--- src/rtl/bt656_pkg.sv ---
// Shared BT.656 timing-reference definitions for the sync decoder and the matching encoder.
// Holds the preamble bytes, the XY code table, the preamble FSM states and the protection function.
package bt656_pkg;

  localparam logic [7:0] ByteFf   = 8'hFF;
  localparam logic [7:0] ByteZero = 8'h00;

  // Indexed by {F, V, H}, so a code is valid only if it equals the entry its own flags select.
  localparam logic [7:0] XyCodes [8] = '{
    8'h80, 8'h9D, 8'hAB, 8'hB6, 8'hC7, 8'hDA, 8'hEC, 8'hF1
  };

  typedef enum logic [1:0] {
    StSeek,
    StFf1,
    StZ1,
    StZ2
  } pre_state_e;

  function automatic logic [3:0] fvh_to_p(input logic f, input logic v, input logic h);
    return {v ^ h, f ^ h, f ^ v, f ^ v ^ h};
  endfunction

endpackage

--- src/rtl/bt656_sync_decoder_if.sv ---
// Byte-stream input and decoded timing/pixel outputs of the BT.656 sync decoder.
// The master side is the video source plus its consumer; the slave side is the decoder.
interface bt656_sync_decoder_if #(
  parameter int unsigned CNT_W = 16
);

  logic [7:0]       din;
  logic             din_en;
  logic [7:0]       pix;
  logic             pix_valid;
  logic             hd;
  logic             vd;
  logic             field;
  logic             sav_pulse;
  logic             eav_pulse;
  logic             prot_err;
  logic             seq_err;
  logic             len_err;
  logic [CNT_W-1:0] line_len;
  logic [CNT_W-1:0] line_cnt;
  logic             locked;

  modport master (
    output din, din_en,
    input  pix, pix_valid, hd, vd, field, sav_pulse, eav_pulse,
    input  prot_err, seq_err, len_err, line_len, line_cnt, locked
  );

  modport slave (
    input  din, din_en,
    output pix, pix_valid, hd, vd, field, sav_pulse, eav_pulse,
    output prot_err, seq_err, len_err, line_len, line_cnt, locked
  );

endinterface

--- src/rtl/bt656_xy_check.sv ---
// Combinational XY validation and F/V/H extraction for a BT.656 timing-reference code.
module bt656_xy_check
  import bt656_pkg::*;
(
  input  logic [7:0] xy,
  output logic       f,
  output logic       v,
  output logic       h,
  output logic       valid
);

  assign f = xy[6];
  assign v = xy[5];
  assign h = xy[4];

  // Covers both the protection nibble and the mandatory XY[7]=1.
  assign valid = (xy == XyCodes[xy[6:4]]);

endmodule

--- src/rtl/bt656_sync_decoder.sv ---
// BT.656 receive-side sync decoder: finds FF 00 00 XY codes, tracks F/V/H, strobes active
// pixels, measures line length, counts lines per field and reports lock and framing errors.
module bt656_sync_decoder
  import bt656_pkg::*;
#(
  parameter int unsigned ACTIVE_LEN = 7,
  parameter int unsigned LOCK_LINES = 2,
  parameter int unsigned CNT_W      = 16
) (
  input logic                 clk,
  input logic                 rsted_n,
  bt656_sync_decoder_if.slave bus
);

  localparam int unsigned      GoodW     = $clog2(LOCK_LINES + 1);
  localparam logic [CNT_W-1:0] ActiveLen = CNT_W'(ACTIVE_LEN);
  localparam logic [GoodW-1:0] LockLines = GoodW'(LOCK_LINES);

  pre_state_e       state_q;
  logic             hd_q;
  logic             vd_q;
  logic             field_q;
  logic             brk_q;
  logic             pix_valid_q;
  logic             sav_q;
  logic             eav_q;
  logic             prot_q;
  logic             seq_q;
  logic             len_q;
  logic             locked_q;
  logic [7:0]       pix_q;
  logic [CNT_W-1:0] pix_cnt_q;
  logic [CNT_W-1:0] line_len_q;
  logic [CNT_W-1:0] line_cnt_q;
  logic [GoodW-1:0] good_q;

  logic [7:0] din;
  logic       din_en;
  logic       xy_f;
  logic       xy_v;
  logic       xy_h;
  logic       xy_valid;
  logic       is_ff;
  logic       is_zero;
  logic       pix_hit;
  logic       len_bad;
  logic       pre_fail;

  assign din    = bus.din;
  assign din_en = bus.din_en;

  bt656_xy_check u_xy_check (
    .xy    (din),
    .f     (xy_f),
    .v     (xy_v),
    .h     (xy_h),
    .valid (xy_valid)
  );

  assign is_ff    = (din == ByteFf);
  assign is_zero  = (din == ByteZero);
  assign pix_hit  = hd_q & ~vd_q & ~is_ff & ~is_zero;
  assign len_bad  = ~xy_v & (pix_cnt_q != ActiveLen);
  // A partial preamble that is neither continued by 00 nor restarted by FF.
  assign pre_fail = ((state_q == StFf1) | (state_q == StZ1)) & ~is_ff & ~is_zero;

  always_ff @(posedge clk or negedge rsted_n) begin
    if (!rsted_n) begin
      state_q     <= StSeek;
      hd_q        <= 1'b0;
      vd_q        <= 1'b1;
      field_q     <= 1'b0;
      brk_q       <= 1'b0;
      pix_valid_q <= 1'b0;
      sav_q       <= 1'b0;
      eav_q       <= 1'b0;
      prot_q      <= 1'b0;
      seq_q       <= 1'b0;
      len_q       <= 1'b0;
      locked_q    <= 1'b0;
      pix_q       <= '0;
      pix_cnt_q   <= '0;
      line_len_q  <= '0;
      line_cnt_q  <= '0;
      good_q      <= '0;
    end else begin
      pix_valid_q <= 1'b0;
      sav_q       <= 1'b0;
      eav_q       <= 1'b0;
      prot_q      <= 1'b0;
      seq_q       <= 1'b0;
      len_q       <= 1'b0;
      if (din_en) begin
        pix_q       <= din;
        pix_valid_q <= pix_hit;
        if (pix_hit && (pix_cnt_q != '1)) begin
          pix_cnt_q <= pix_cnt_q + 1'b1;
        end
        // FF inside the window ends it at once; brk_q remembers a code is now owed.
        if (hd_q && is_ff) begin
          hd_q  <= 1'b0;
          brk_q <= 1'b1;
        end
        if (pre_fail && brk_q) begin
          seq_q    <= 1'b1;
          brk_q    <= 1'b0;
          good_q   <= '0;
          locked_q <= 1'b0;
        end
        unique case (state_q)
          StSeek: begin
            if (is_ff) state_q <= StFf1;
          end
          StFf1: begin
            if (is_zero)     state_q <= StZ1;
            else if (!is_ff) state_q <= StSeek;
          end
          StZ1: begin
            if (is_zero)    state_q <= StZ2;
            else if (is_ff) state_q <= StFf1;
            else            state_q <= StSeek;
          end
          StZ2: begin
            state_q <= StSeek;
            brk_q   <= 1'b0;
            if (!xy_valid) begin
              prot_q   <= 1'b1;
              good_q   <= '0;
              locked_q <= 1'b0;
            end else if (!xy_h) begin
              sav_q     <= 1'b1;
              hd_q      <= 1'b1;
              pix_cnt_q <= '0;
              vd_q      <= xy_v;
              field_q   <= xy_f;
            end else begin
              eav_q   <= 1'b1;
              hd_q    <= 1'b0;
              vd_q    <= xy_v;
              field_q <= xy_f;
              len_q   <= len_bad;
              if (!xy_v) line_len_q <= pix_cnt_q;
              if (xy_f != field_q) begin
                line_cnt_q <= '0;
              end else if (line_cnt_q != '1) begin
                line_cnt_q <= line_cnt_q + 1'b1;
              end
              if (len_bad) begin
                good_q   <= '0;
                locked_q <= 1'b0;
              end else if (!xy_v && (good_q != LockLines)) begin
                good_q   <= good_q + 1'b1;
                locked_q <= ((good_q + 1'b1) == LockLines);
              end
            end
          end
          default: state_q <= StSeek;
        endcase
      end
    end
  end

  assign bus.pix       = pix_q;
  assign bus.pix_valid = pix_valid_q;
  assign bus.hd        = hd_q;
  assign bus.vd        = vd_q;
  assign bus.field     = field_q;
  assign bus.sav_pulse = sav_q;
  assign bus.eav_pulse = eav_q;
  assign bus.prot_err  = prot_q;
  assign bus.seq_err   = seq_q;
  assign bus.len_err   = len_q;
  assign bus.line_len  = line_len_q;
  assign bus.line_cnt  = line_cnt_q;
  assign bus.locked    = locked_q;

endmodule

--- src/flat_wrapper.sv ---
// flat-port wrapper written by rule: the top's interface ports become plain ports
module bt656_sync_decoder_flat import bt656_pkg::*;
#(
  parameter int unsigned ACTIVE_LEN = 7,
  parameter int unsigned LOCK_LINES = 2,
  parameter int unsigned CNT_W      = 16
)
  (clk, rsted_n, bus_din, bus_din_en, bus_pix, bus_pix_valid, bus_hd, bus_vd, bus_field, bus_sav_pulse, bus_eav_pulse, bus_prot_err, bus_seq_err, bus_len_err, bus_line_len, bus_line_cnt, bus_locked);
  bt656_sync_decoder_if #(.CNT_W(CNT_W)) bus_i ();
  input logic clk;
  input logic rsted_n;
  input wire logic [$bits(bus_i.din)-1:0] bus_din;
  input wire logic [$bits(bus_i.din_en)-1:0] bus_din_en;
  output wire logic [$bits(bus_i.pix)-1:0] bus_pix;
  output wire logic [$bits(bus_i.pix_valid)-1:0] bus_pix_valid;
  output wire logic [$bits(bus_i.hd)-1:0] bus_hd;
  output wire logic [$bits(bus_i.vd)-1:0] bus_vd;
  output wire logic [$bits(bus_i.field)-1:0] bus_field;
  output wire logic [$bits(bus_i.sav_pulse)-1:0] bus_sav_pulse;
  output wire logic [$bits(bus_i.eav_pulse)-1:0] bus_eav_pulse;
  output wire logic [$bits(bus_i.prot_err)-1:0] bus_prot_err;
  output wire logic [$bits(bus_i.seq_err)-1:0] bus_seq_err;
  output wire logic [$bits(bus_i.len_err)-1:0] bus_len_err;
  output wire logic [$bits(bus_i.line_len)-1:0] bus_line_len;
  output wire logic [$bits(bus_i.line_cnt)-1:0] bus_line_cnt;
  output wire logic [$bits(bus_i.locked)-1:0] bus_locked;
  assign bus_i.din = bus_din;
  assign bus_i.din_en = bus_din_en;
  assign bus_pix = bus_i.pix;
  assign bus_pix_valid = bus_i.pix_valid;
  assign bus_hd = bus_i.hd;
  assign bus_vd = bus_i.vd;
  assign bus_field = bus_i.field;
  assign bus_sav_pulse = bus_i.sav_pulse;
  assign bus_eav_pulse = bus_i.eav_pulse;
  assign bus_prot_err = bus_i.prot_err;
  assign bus_seq_err = bus_i.seq_err;
  assign bus_len_err = bus_i.len_err;
  assign bus_line_len = bus_i.line_len;
  assign bus_line_cnt = bus_i.line_cnt;
  assign bus_locked = bus_i.locked;
  bt656_sync_decoder #(.ACTIVE_LEN(ACTIVE_LEN), .LOCK_LINES(LOCK_LINES), .CNT_W(CNT_W)) u_core (.clk(clk), .rsted_n(rsted_n), .bus(bus_i));
endmodule
--- config.mk ---
export PLATFORM = sky130hd
export DESIGN_NAME = bt656_sync_decoder_flat
export DESIGN_NICKNAME = d
export VERILOG_FILES = /design/src/rtl/bt656_pkg.sv /design/src/rtl/bt656_sync_decoder_if.sv /design/src/rtl/bt656_xy_check.sv /design/src/rtl/bt656_sync_decoder.sv /design/src/flat_wrapper.sv
export SDC_FILE = /design/constraint.sdc
export NUM_CORES = 1
export LEC_CHECK = 0
export ABC_AREA = 1
export BUFFER_PORTS_ARGS = -buffer_cell sky130_fd_sc_hd__buf_2
export CELL_PAD_IN_SITES_DETAIL_PLACEMENT = 1
export CELL_PAD_IN_SITES_GLOBAL_PLACEMENT = 2
export CORE_ASPECT_RATIO = 1.5
export CORE_MARGIN = 2
export CORE_UTILIZATION = 34
export CTS_BUF_LIST = sky130_fd_sc_hd__clkbuf_4
export DETAILED_ROUTE_END_ITERATION = 6
export GPL_ROUTABILITY_DRIVEN = 0
export GPL_TIMING_DRIVEN = 0
export PLACE_DENSITY_LB_ADDON = 0.1
export SYNTH_ARGS = -nofsm -noshare
export SYNTH_HDL_FRONTEND = slang
export SYNTH_SLANG_ARGS = --single-unit
--- constraint.sdc ---
create_clock -name clk -period 1.9 [get_ports clk]
set_clock_uncertainty 0.05 [all_clocks]
set_input_delay 0.095 -clock clk [delete_from_list [all_inputs] [get_ports clk]]
set_output_delay 0.095 -clock clk [all_outputs]
set_load 0.01 [all_outputs]
# Word level (Yosys, flattened, before mapping)

Memory sizes are Yosys's and may differ from the RTL's.
Index checks and enable logic that the tools add are counted.

Muxes and demuxes: 50
Add/subtract/negate cells: 3
Eq/ne operators: 13
Reductions and logical operators: 14
Bitwise operators: 12
Magnitude comparators: 1

Operator list:

| operator              | number |
|---|---|
| $mux 16               | 6 |
| $add 16x1->16 const B | 2 |
| $ne 16x16->1 const B  | 2 |
| $mux 1                | 31 |
| $mux 2                | 10 |
| $mux 8                | 2 |
| $ne 16x3->1 const B   | 1 |
| $reduce_and 5->1      | 2 |
| $eq 8x8->1            | 1 |
| $eq 8x8->1 const B    | 1 |
| $logic_not 8->1       | 1 |
| $pmux 2 s4            | 1 |
| $and 1x1->1           | 6 |
| $eq 2x2->1 const B    | 3 |
| $reduce_and 3->1      | 2 |
| $ge 4x4->1 const B    | 1 |
| $logic_and 1x1->1     | 4 |
| $not 1->1             | 4 |
| $not 3->4             | 1 |
| $ne 3x3->1 const B    | 1 |
| $reduce_bool 3->1     | 1 |
| $add 2x1->2 const B   | 1 |
| $eq 2x1->1 const B    | 1 |
| $logic_not 2->1       | 1 |
| other kinds (7)       | 7 |

Memories: 1
Bits in read-only memories: 64
Logic and storage cells: 111
Register bits after elaboration: 71

Memories:

| memory           | words | width | rd ports | clocked after memory_dff | write ports | RTL line             | text |
|---|---|---|---|---|---|---|---|
| (name not given) | 8     | 8     | 1        | 0                        | 0           | bt656_xy_check.sv:17 | `assign valid = (xy == XyCodes[xy[6:4]]);` |

# Logic depth before layout (Yosys ltp)

Gate-level depths: netlist (run 1).

Depth in word-level cells: 11
Gate-level depth with buffers: 15
Gate-level depth less buffers: 13

# Modules after synthesis

From an unflattened synthesis (run 1), not the netlist that was laid out.

Cell total of the unflattened synthesis: 512
Area, all modules: 3893.7 um^2

Modules (own cells, without submodules):

| module             | area each (um^2) | seq. area each (um^2) | times used | cells an instance |
|---|---|---|---|---|
| bt656_sync_decoder | 3697.3           | 1778.0                | 1          | 473 |
| bt656_xy_check     | 196.4            | 0.0                   | 1          | 39 |

# Least setup slack after synthesis (run 1)

No wires, ideal clock.

Path kind: input port to flip-flop
Start: input bus_din[4]
End: register u_core.line_cnt_q[3] (netlist: u_core.bus.line_cnt[3])
Stages on the path: 14
Required time: 1734 ps
Arrival: 1702 ps
Setup slack: 32 ps
Path through: buf_6 > inv_4 > ha_1 > nand2_1 > nand2_1 > nor2_2 > nand3_4 > nor2_8 > nand2_4 > nor2_4 > nand2_2 > buf_2 > nand2_1 > nand2_1

Word-level cells in the longest chain between the ends: 6

Ends and longest elaborated chain:

| element                                   | RTL line                  | text |
|---|---|---|
| start, declared                           | flat_wrapper.sv:12        | `input wire logic [$bits(bus_i.din)-1:0] bus_din;` |
| $not 3->4 (implied by the code)           | bt656_xy_check.sv:17      |  |
| $mem_v2 8x8                               | --                        |  |
| $mux 8 (implied by the code) (2 in a row) | bt656_xy_check.sv:17      |  |
| $eq 8x8->1                                | bt656_xy_check.sv:17      |  |
| $reduce_and 5->1 (no line) *              | --                        |  |
| end signal, assigned                      | bt656_sync_decoder.sv:146 | `line_cnt_q <= line_cnt_q + 1'b1;` |
| end, declared                             | bt656_sync_decoder.sv:34  | `logic [CNT_W-1:0] line_cnt_q;` |

Mark *: on every way between the ends. The rest lies on a longest branch, timed or not. The select of a mux whose other input is x is not followed.
A chain may end at the register's enable or synchronous reset.

# Worst setup path in the final report (run 1)

Start: input bus_din[6]
End: register u_core.line_cnt_q[13] (netlist: u_core.bus.line_cnt[13])

Word-level cells in the longest chain between the ends: 6

Ends and longest elaborated chain:

| element                                   | RTL line |
|---|---|
| $not 3->4 (implied by the code)           | bt656_xy_check.sv:17 |
| $mem_v2 8x8                               | -- |
| $mux 8 (implied by the code) (2 in a row) | bt656_xy_check.sv:17 |
| $eq 8x8->1                                | bt656_xy_check.sv:17 |
| $reduce_and 5->1 (no line)                | -- |

Several ways; a longest one is shown, not always the timed one. The select of a mux whose other input is x is not followed.

==> results.md, run 1 <==
- Status: complete, no violations
- Cell taking the most area after synthesis: dfrtp_1
- Fin crit share: 0.926
- Syn Nets: a little under 600
- # setup viols final: 0
- Core Util, Final: 0.424
- Synthesized cell area: 4120 um2
- DRT antenna net count: 0
- First-pass GRT wire length: 21100 um
- Synth top area share: 0.426
- IO Pins: 61
- Reg-to-Reg End: u_core.bus.line_cnt[13]$_DFFE_PN0P_
- Drt pass-1 iters: 4
- #FFs+latches synth: 71
- Placement Cell Area: between 4000 and 5000 um2
- Final Hold Vio Count: 0
- Vias/cell: 4.93
- H-tree level count: 3
- Startpoint Class: input pin
- GR Util All Layers: 0.204
- Synth area leaders: dfrtp_1 43%, nand2_1 16%, nor2_1 6.5%
- TritonCTS clock tree: yes
- DIE WIDTH: 93.8 um
- Worst IR drop on VDD: 0.255 mV
- Share of the yosys chip area belonging to registers: 0.432
- Most frequent cells in the layout: 173 x nand2_1, 67 x dfrtp_1, 66 x nor2_1
- Synth warnings: 0
- Worst Path Max Fanout: 10
- Initial DRC count: approximately 100
- Nature of the critical path endpoint: register
- Slew @ Worst Pin: 0.554 ns
- Nets: 671
- Latest clock arrival within the worst-skew pair: 0.45 ns
- GRT overflow: 0
- Clk slew on worst S/H paths: 0.12 ns
- Initial antenna violation count: 0
- Die area: 13000 um2
- Fillers: 1526
- Detail Placement HPWL: 9410 um
- CTS Buffer Depth: 2
- CTS Buf Count: 9
- Final WL: 12500 um
- Syn Inst Count: 558
- Worst reg2reg path depth: 11
- Layout cell share with drive strength beyond 1: 0.211
- Wire per inst: ~15 um
- Pwr per Cell Area: 765 nW/um2
- Worst hold-check path type: input pin to register
- Clock period minus worst slack: ~1.8 ns
- Fmax: between 0.5 and 0.6 GHz
- ANT cells: 0
- Residual DRC count: 0
- Rows: 49
- Area delta synth->final: 22.6%
- Setup TNS: 0 ns
- Largest net degree at the start of global routing: 54
- DR vias: 3975
- Worst Path Arrival: 2.05 ns
- Root buf cell: clkbuf_4
- Port Buffers: 58
- Commonest non-fill, non-tap cell in the layout: nand2_1
- Initial Util: 0.346
- Vias in the first global route: approximately 4.3k
- Number of distinct library cells after synthesis: 40
- Core area: between 10000 and 15000 um2
- Final Cell Area: 5040 um2
- Max-Cap Viols: 0
- FF-to-FF setup slack: 0.14 ns
- Max-slew violation count: 0
- FF-to-FF Start: u_core.bus.line_cnt[1]$_DFFE_PN0P_
- Worst EP required: 2.19 ns
- Pleak: about 2.6 nW
- Worst hold path depth: 3
- Clk sink count: around 70
- WHS Endpoint: u_core.bus.pix[1]$_DFFE_PN0P_
- Die Height: 139 um
- Mean Syn Cell Area: around 7.4 um2
- Slew headroom: 0.631
- Hold_sp: bus_din[1]
- Setup CP Type: input pin to register
how the worst max path moves through the flow:
stage / start / to / cells after the start
2_1_floorplan: bus_din[4] / u_core.bus.line_cnt[3]$_DFFE_PN0P_ / 14
3_3_place_gp: bus_din[4] / u_core.bus.line_len[12]$_DFFE_PN0P_ / 15
3_5_place_dp: bus_din[4] / u_core.bus.line_len[14]$_DFFE_PN0P_ / 15
4_1_cts: u_core.pix_cnt_q[0]$_DFFE_PN0P_ / u_core.pix_cnt_q[14]$_DFFE_PN0P_ / 10
5_1_grt: u_core.bus.line_cnt[5]$_DFFE_PN0P_ / u_core.bus.line_cnt[9]$_DFFE_PN0P_ / 10
6_report: bus_din[6] / u_core.bus.line_cnt[13]$_DFFE_PN0P_ / 14
synth_stat cells, drive strengths merged:
cell type and count:
nand3 40, inv 55, nor2 77, o31ai 3, nand2 183, xnor2 3
nor3b 1, nand3b 1, a21oi 6, nor3 13, xor2 12, clkinv 3
or2 1, clkbuf 4, dfrtp 70, o21bai 2, ha 10, dfstp 1
a31oi 1, nand4 16, a211oi 1, o21ai 46, buf 8, o22ai 1
final cells by class:
| type | instances | area [um2] | area share |
|---|---|---|---|
| sequential | 71 | 1780 | 0.353 |
| clock buffer | 11 | 82.6 | 0.0164 |
| timing repair buffer | 81 | 508 | 0.101 |
| inverter | 58 | 225 | 0.0447 |
| clock inverter | 3 | 12.5 | 0.00248 |
| multi-input combinational | 417 | 2150 | 0.427 |
| tap | 153 | 191 | 0.0380 |
| buffer | 12 | 87.6 | 0.0174 |
per-stage QoR:
step | instances | setup WS, ns | power [mW] | hold WS [ns]
global route | 806 | -0.00780 | 4.15 | 0.00937
global placement | 769 | -0.515 | 2.86 | 0.364
detailed placement | 770 | -0.568 | 2.91 | -0.0512
CTS | 797 | 0.00470 | 3.81 | 0.00346
finish | 806 | 0.141 | 3.86 | 0.00500
floorplan | 558 | 0.0316 | 2.55 | -0.251
what timing repair did:
item	CTS	global route
setup buffers	4	9
gates resized for setup	16	20
endpoints found under the setup margin	43	46
pin swaps	2	8
hold endpoints to repair	76	0
hold buffers	9	0
metal layers:
layer | global-route usage | vias up | routed length, um
met4 | 0.0603 | 0 | 225
li1 | - | 1971 | -
met3 | 0.0397 | 16 | 366
met2 | 0.371 | 59 | 6730
met5 | 0 | - | 0
met1 | 0.239 | 1929 | 5140
cells by family after synthesis:
kind of cell	after synthesis	share of synthesized area
AND/OR/NAND/NOR	332	0.353
flip-flops	71	0.432
buffers and inverters	70	0.0714
AO/OA/AOI/OAI	60	0.0791
XOR/XNOR	15	0.0338
adder cells (fa/ha/maj)	10	0.0304
flip-flops by register name, indices dropped and copies added (netlist names), 2 cells and up:
name / count
u_core.bus.line_cnt: 16
u_core.bus.line_len: 16
u_core.bus.pix: 8
u_core.good_q: 2
u_core.pix_cnt_q: 16
u_core.state_q: 2
report_power, final:
group	switching, mW	internal (mW)
sequential	0.213	1.68
clock	0.561	0.275
combinational	0.720	0.406
total	1.49	2.36
worst max-delay path, cell delays in order:
cell and delay, ns:
dlygate4sd3_1 0.52, buf_4 0.19, inv_4 0.08, nand2_1 0.09
nand3_1 0.07, nand2_1 0.07, nand2_2 0.09, nor2_8 0.17
nand2_4 0.09, nor2_4 0.15, nand2_4 0.09, buf_4 0.19
nand2_1 0.07, nand2_1 0.05
(Power assumes the default switching activity.)
==> inputs of run 2 (changes only) <==
--- a/config.mk
+++ b/config.mk
@@ -17,6 +17,7 @@
 export GPL_ROUTABILITY_DRIVEN = 0
 export GPL_TIMING_DRIVEN = 0
 export PLACE_DENSITY_LB_ADDON = 0.1
+export REMOVE_ABC_BUFFERS = 1
 export SYNTH_ARGS = -nofsm -noshare
 export SYNTH_HDL_FRONTEND = slang
 export SYNTH_SLANG_ARGS = --single-unit
==> run 2 against run 1 <==
The flow now finishes with violations (negative hold slack). Die area unchanged. Via count about the same. Power up 7.6%. Worst setup slack worse by 0.058 ns. Largest cell class unchanged. Highest routed layer unchanged.
==> results.md, run 2 (synthesis results as in run 1) <==
- Status: finished, violations left
- Failing checks: negative hold slack
- Storage element area: between 1500 and 2000 um2
- Final Hold Vio Count: 1
- DR vias: 3978
- Slew @ Worst Pin: 0.520 ns
- Port Buffers: 60
- Net Switching: roughly 1.6 mW
- Initial DRC count: 100
- Worst IR drop on VDD: a little under 0.4 mV
- Fmax: ~0.55 GHz
- Detail Placement HPWL: slightly below 9000 um
- Most frequent cells in the layout: 174 x nand2_1, 68 x dfrtp_1, 67 x nor2_1
- Nature of the critical path endpoint: register
- IO Pins: 61
- H-tree level count: 3
- # setup viols final: 0
- Fillers: 1522
- Startpoint Class: input pin
- Die Height: 139 um
- Final Power: 4.15 mW
- Wire per inst: approximately 15 um
- Initial antenna violation count: 0
- Latest clock arrival within the worst-skew pair: 0.45 ns
- Multi-input logic area: between 2000 and 2500 um2
- Worst Path Arrival: between 2 and 2.5 ns
- Drt pass-1 iters: 4
- Nets: 656
- Root buf cell: clkbuf_4
- CTS Buf Count: 9
- Core area: around 12000 um2
- Setup TNS: 0 ns
- DIE WIDTH: 93.8 um
- CTS Buffer Depth: 2
- Layout cell share with drive strength beyond 1: 0.206
- Max-slew violation count: 0
- Vias/cell: 5.02
- Pwr per Cell Area: 829 nW/um2
- Core Util, Final: 0.421
- Clock Power Share: 0.275
- Clock period minus worst slack: roughly 1.8 ns
- Worst EP required: 2.20 ns
- Largest net degree at the start of global routing: 37
- Sw Share: 0.373
- Vias in the first global route: 4111
- Clk slew on worst S/H paths: 0.13 ns
- GRT overflow: 0
- GR Util All Layers: 0.194
- Min Hold Slack: -0.0170 ns
- Setup CP Type: input pin to register
- Final WL: 12200 um
- Pint: between 2 and 3 mW
- DRT antenna net count: 0
- Fin crit share: 0.956
- Placement Cell Area: roughly 4600 um2
- Die area: 13000 um2
- Pleak: 2.56 nW
- Max-Cap Viols: 0
- Initial Util: 0.346
- Sequential fraction of design power: 0.460
- TritonCTS clock tree: yes
- Residual DRC count: 0
- First-pass GRT wire length: between 15000 and 20000 um
- Worst hold-check path type: input pin to register
- Worst Path Max Fanout: 6
- Commonest non-fill, non-tap cell in the layout: nand2_1
- Combinational share of power: 0.265
- Final Cell Area: 5010 um2
- ANT cells: 0
- Rows: 49
- Clk sink count: 71
- Area delta synth->final: 21.7%
- Slew headroom: 0.653
[run 2: critical path, cell delays in order]
cell	delay, ns
dlygate4sd3_1	0.52
buf_2	0.17
inv_2	0.07
nand2_1	0.06
nand2_1	0.06
nand2_1	0.05
nand2_1	0.09
nand2_2	0.09
nor2_8	0.18
nand2_4	0.09
nor2_4	0.22
buf_4	0.16
buf_4	0.09
nand4_1	0.06
o21ai_0	0.10
[run 2: layout make-up]
type	count	area share
inverter	58	0.0482
tap	153	0.0382
sequential	71	0.355
clock inverter	6	0.0170
timing repair buffer	78	0.0934
clock buffer	10	0.0150
multi-input combinational	417	0.433
[run 2: metal layers]
layer,part of all wire,vias up,global-route usage,routed length [um]
met5,0,-,0,0
met1,0.42,1934,0.221,5120
met3,0.030,19,0.0386,366
met2,0.53,68,0.359,6510
li1,-,1957,-,-
met4,0.016,0,0.0557,199
[run 2: power by group through the flow]
stage / clock [mW] / combinational (mW) / sequential, mW
floorplan: 0 / 0.669 / 1.87
finish: 1.14 / 1.10 / 1.91
CTS: 1.18 / 1.05 / 1.89
global route: 1.24 / 1.26 / 1.94
detailed placement: 0 / 0.987 / 1.92
global placement: 0 / 0.946 / 1.91
[run 2: through the flow]
step | std cells | worst slack, ns
floorplan | 546 | -0.0746
global placement | 759 | -0.911
detailed placement | 760 | -1.01
CTS | 787 | -0.00659
global route | 793 | -0.0286
finish | 793 | 0.0827
[run 2: path summary, 6_finish.rpt]
| check | start | end | cells after the start | slack [ns] |
|---|---|---|---|---|
| min reg2reg | u_core.bus.pix[3]$_DFFE_PN0P_ | u_core.bus.pix[3]$_DFFE_PN0P_ | 2 | 0.45 |
| max reg2reg | u_core.bus.line_cnt[0]$_DFFE_PN0P_ | u_core.bus.line_cnt[5]$_DFFE_PN0P_ | 9 | 0.13 |
| min | bus_din[5] | u_core.bus.vd$_DFFE_PN1P_ | 3 | -0.02 |
| max | bus_din[2] | u_core.bus.line_cnt[5]$_DFFE_PN0P_ | 15 | 0.08 |
| max in group asynchronous | rsted_n | u_core.bus.vd$_DFFE_PN1P_ | 3 | 1.09 |
| min in group asynchronous | rsted_n | u_core.bus.line_len[8]$_DFFE_PN0P_ | 2 | 0.07 |
[run 2: repair_timing]
action | CTS | global route
resized for setup | 12 | 23
pin swaps | 3 | 9
setup buffers | 5 | 6
endpoints found under the setup margin | 48 | 47
hold endpoints to repair | 76 | 0
hold buffers | 6 | 0
==> inputs of run 3 (changes only) <==
--- a/config.mk
+++ b/config.mk
@@ -16,7 +16,7 @@
 export DETAILED_ROUTE_END_ITERATION = 6
 export GPL_ROUTABILITY_DRIVEN = 0
 export GPL_TIMING_DRIVEN = 0
-export PLACE_DENSITY_LB_ADDON = 0.1
+export PLACE_DENSITY = 0.86
 export REMOVE_ABC_BUFFERS = 1
 export SYNTH_ARGS = -nofsm -noshare
 export SYNTH_HDL_FRONTEND = slang
==> run 3 against run 2 <==
The flow now finishes without violations. Register-to-register slack about the same. Cell count fell by 0.13%. Die area is the same. Core utilization decreased by 0.75 points. Via count is 3.2% lower. Critical path depth shrank 2. Sequential share of layout area grew 0.62 points. Critical path type unchanged. Highest routed layer unchanged.
==> results.md, run 3 (synthesis results as in run 1) <==
- Final Hold Vio Count: 0
- Final worst setup slack: about 0.14 ns
- Residual DRC count: 0
- Max-slew violation count: 0
- Detail Placement HPWL: roughly 8600 um
- DIE WIDTH: about 94 um
- FF-to-FF Start: u_core.pix_cnt_q[0]$_DFFE_PN0P_
- Die Height: 139 um
- Inst Count DP: 760
- Clk sink count: 71
- Final Cell Area: 4920 um2
- Nets: about 650
- DR vias: 3850
- Slew @ Worst Pin: 0.490 ns
- Worst IR drop on VDD: 0.319 mV
- Status: complete, no violations
- Reg-to-Reg End: u_core.pix_cnt_q[11]$_DFFE_PN0P_
- Final WL: 11500 um
- Latest clock arrival within the worst-skew pair: 0.44 ns
- Worst Path Arrival: 2.07 ns
- Largest net degree at the start of global routing: 39
- Clk slew on worst S/H paths: between 0.1 and 0.15 ns
- TritonCTS clock tree: yes
- Worst Path Max Fanout: 15
- WHS Endpoint: u_core.bus.locked$_DFFE_PN0P_
- Non-filler cells, final: 792
- Setup CP Type: input pin to register
- Rows: 49
- Multi-input logic area: ~2200 um2
- Clock period minus worst slack: 1.76 ns
- CTS Buf Count: 9
- CTS Buffer Depth: 2
- Fin crit share: 0.928
- H-tree level count: 3
- Drt pass-1 iters: 4
- Root buf cell: clkbuf_4
- Storage element area: 1780 um2
- Initial DRC count: ~110
- IO Pins: 61
- Worst hold-check path type: input pin to register
- Worst reg2reg path depth: 10
- Nature of the critical path endpoint: register
- Max-Cap Viols: 0
- First-pass GRT wire length: a little under 20000 um
- Placement Cell Area: 4560 um2
- Fillers: 1549
- Setup slack at placement: -0.881 ns
- Slew headroom: 0.673
- Vias/cell: 4.86
- Pleak: 2.52 nW
- Core area: 11900 um2
- Die area: 13000 um2
- Hold_sp: bus_din_en
- Vias in the first global route: ~4k
- Commonest non-fill, non-tap cell in the layout: nand2_1
- Initial Util: 0.346
- DRT antenna net count: 0
- Port Buffers: 60
- Core Util, Final: 0.414
- Worst hold path depth: 3
- GR Util All Layers: 0.186
- Wire per inst: 14.5 um
- Initial antenna violation count: 1
- Min Hold Slack: roughly 0.037 ns
- Area delta synth->final: 19.6%
- Layout cell share with drive strength beyond 1: 0.199
- GRT overflow: 0
- Most frequent cells in the layout: 173 x nand2_1, 69 x dfrtp_1, 68 x nor2_1
- # setup viols final: 0
- FF-to-FF setup slack: 0.14 ns
- Fmax: 0.567 GHz
- Startpoint Class: input pin
- Pwr per Cell Area: 774 nW/um2
- Worst EP required: 2.21 ns
run 3: metrics by stage:
stage	setup TNS (ns)	total power, mW
final	0	3.81
after global routing	-0.00963	4.14
after CTS	-0.00641	3.78
after detailed placement	-26.64	2.90
after global placement	-24.82	2.84
after floorplan	-1.21	2.54
run 3: metal layers:
layer  routed length, um  global-route usage  part of all wire
met2                6030               0.336              0.53
met3                 299              0.0277             0.026
met1                4910               0.219              0.43
met4                 223              0.0679             0.019
met5                   0                   0                 0
run 3: report_power, final:
group	switching [mW]	internal (mW)	total (mW)
clock	0.555	0.266	0.822
sequential	0.231	1.68	1.91
combinational	0.699	0.374	1.07
total	1.49	2.32	3.81
run 3: layout make-up:
type | count | share of cell area
repair buffers | 76 | 0.0915
inverters | 58 | 0.0470
well taps | 153 | 0.0389
multi-input cells | 417 | 0.440
clock buffers | 10 | 0.0153
diodes | 1 | 0.000509
flip-flops and latches | 71 | 0.362
clock inverters | 6 | 0.00559
run 3: worst max-delay path: stages:
cell and delay [ns]:
dlygate4sd3_1 0.53, buf_2 0.13, inv_1 0.12, nand2_4 0.08, nand3b_2 0.11, nand3_4 0.10
nor2_8 0.19, nand2_4 0.10, nor2_4 0.19, nand2_8 0.13, clkinv_4 0.13, nand2_1 0.06
o21ai_0 0.08
run 3: how the worst max path moves through the flow:
stage,startpoint,slack (ns),to,depth (start not counted)
finish,bus_din[0],0.14,u_core.bus.line_cnt[6]$_DFFE_PN0P_,13
global route,u_core.bus.line_cnt[0]$_DFFE_PN0P_,-0.01,u_core.bus.line_cnt[6]$_DFFE_PN0P_,10
CTS,u_core.pix_cnt_q[0]$_DFFE_PN0P_,-0.006,u_core.pix_cnt_q[11]$_DFFE_PN0P_,10
detailed placement,bus_din[4],-0.88,u_core.bus.line_len[12]$_DFFE_PN0P_,13
global placement,bus_din[4],-0.84,u_core.bus.line_len[11]$_DFFE_PN0P_,13
floorplan,bus_din[4],-0.07,u_core.bus.line_len[0]$_DFFE_PN0P_,12
run 3: timing repair:
action	4_1_cts	5_1_grt
gates resized for setup	11	17
endpoints found under the setup margin	49	47
hold endpoints to repair	75	0
pin swaps	2	6
hold buffers	6	0
setup buffers	5	4
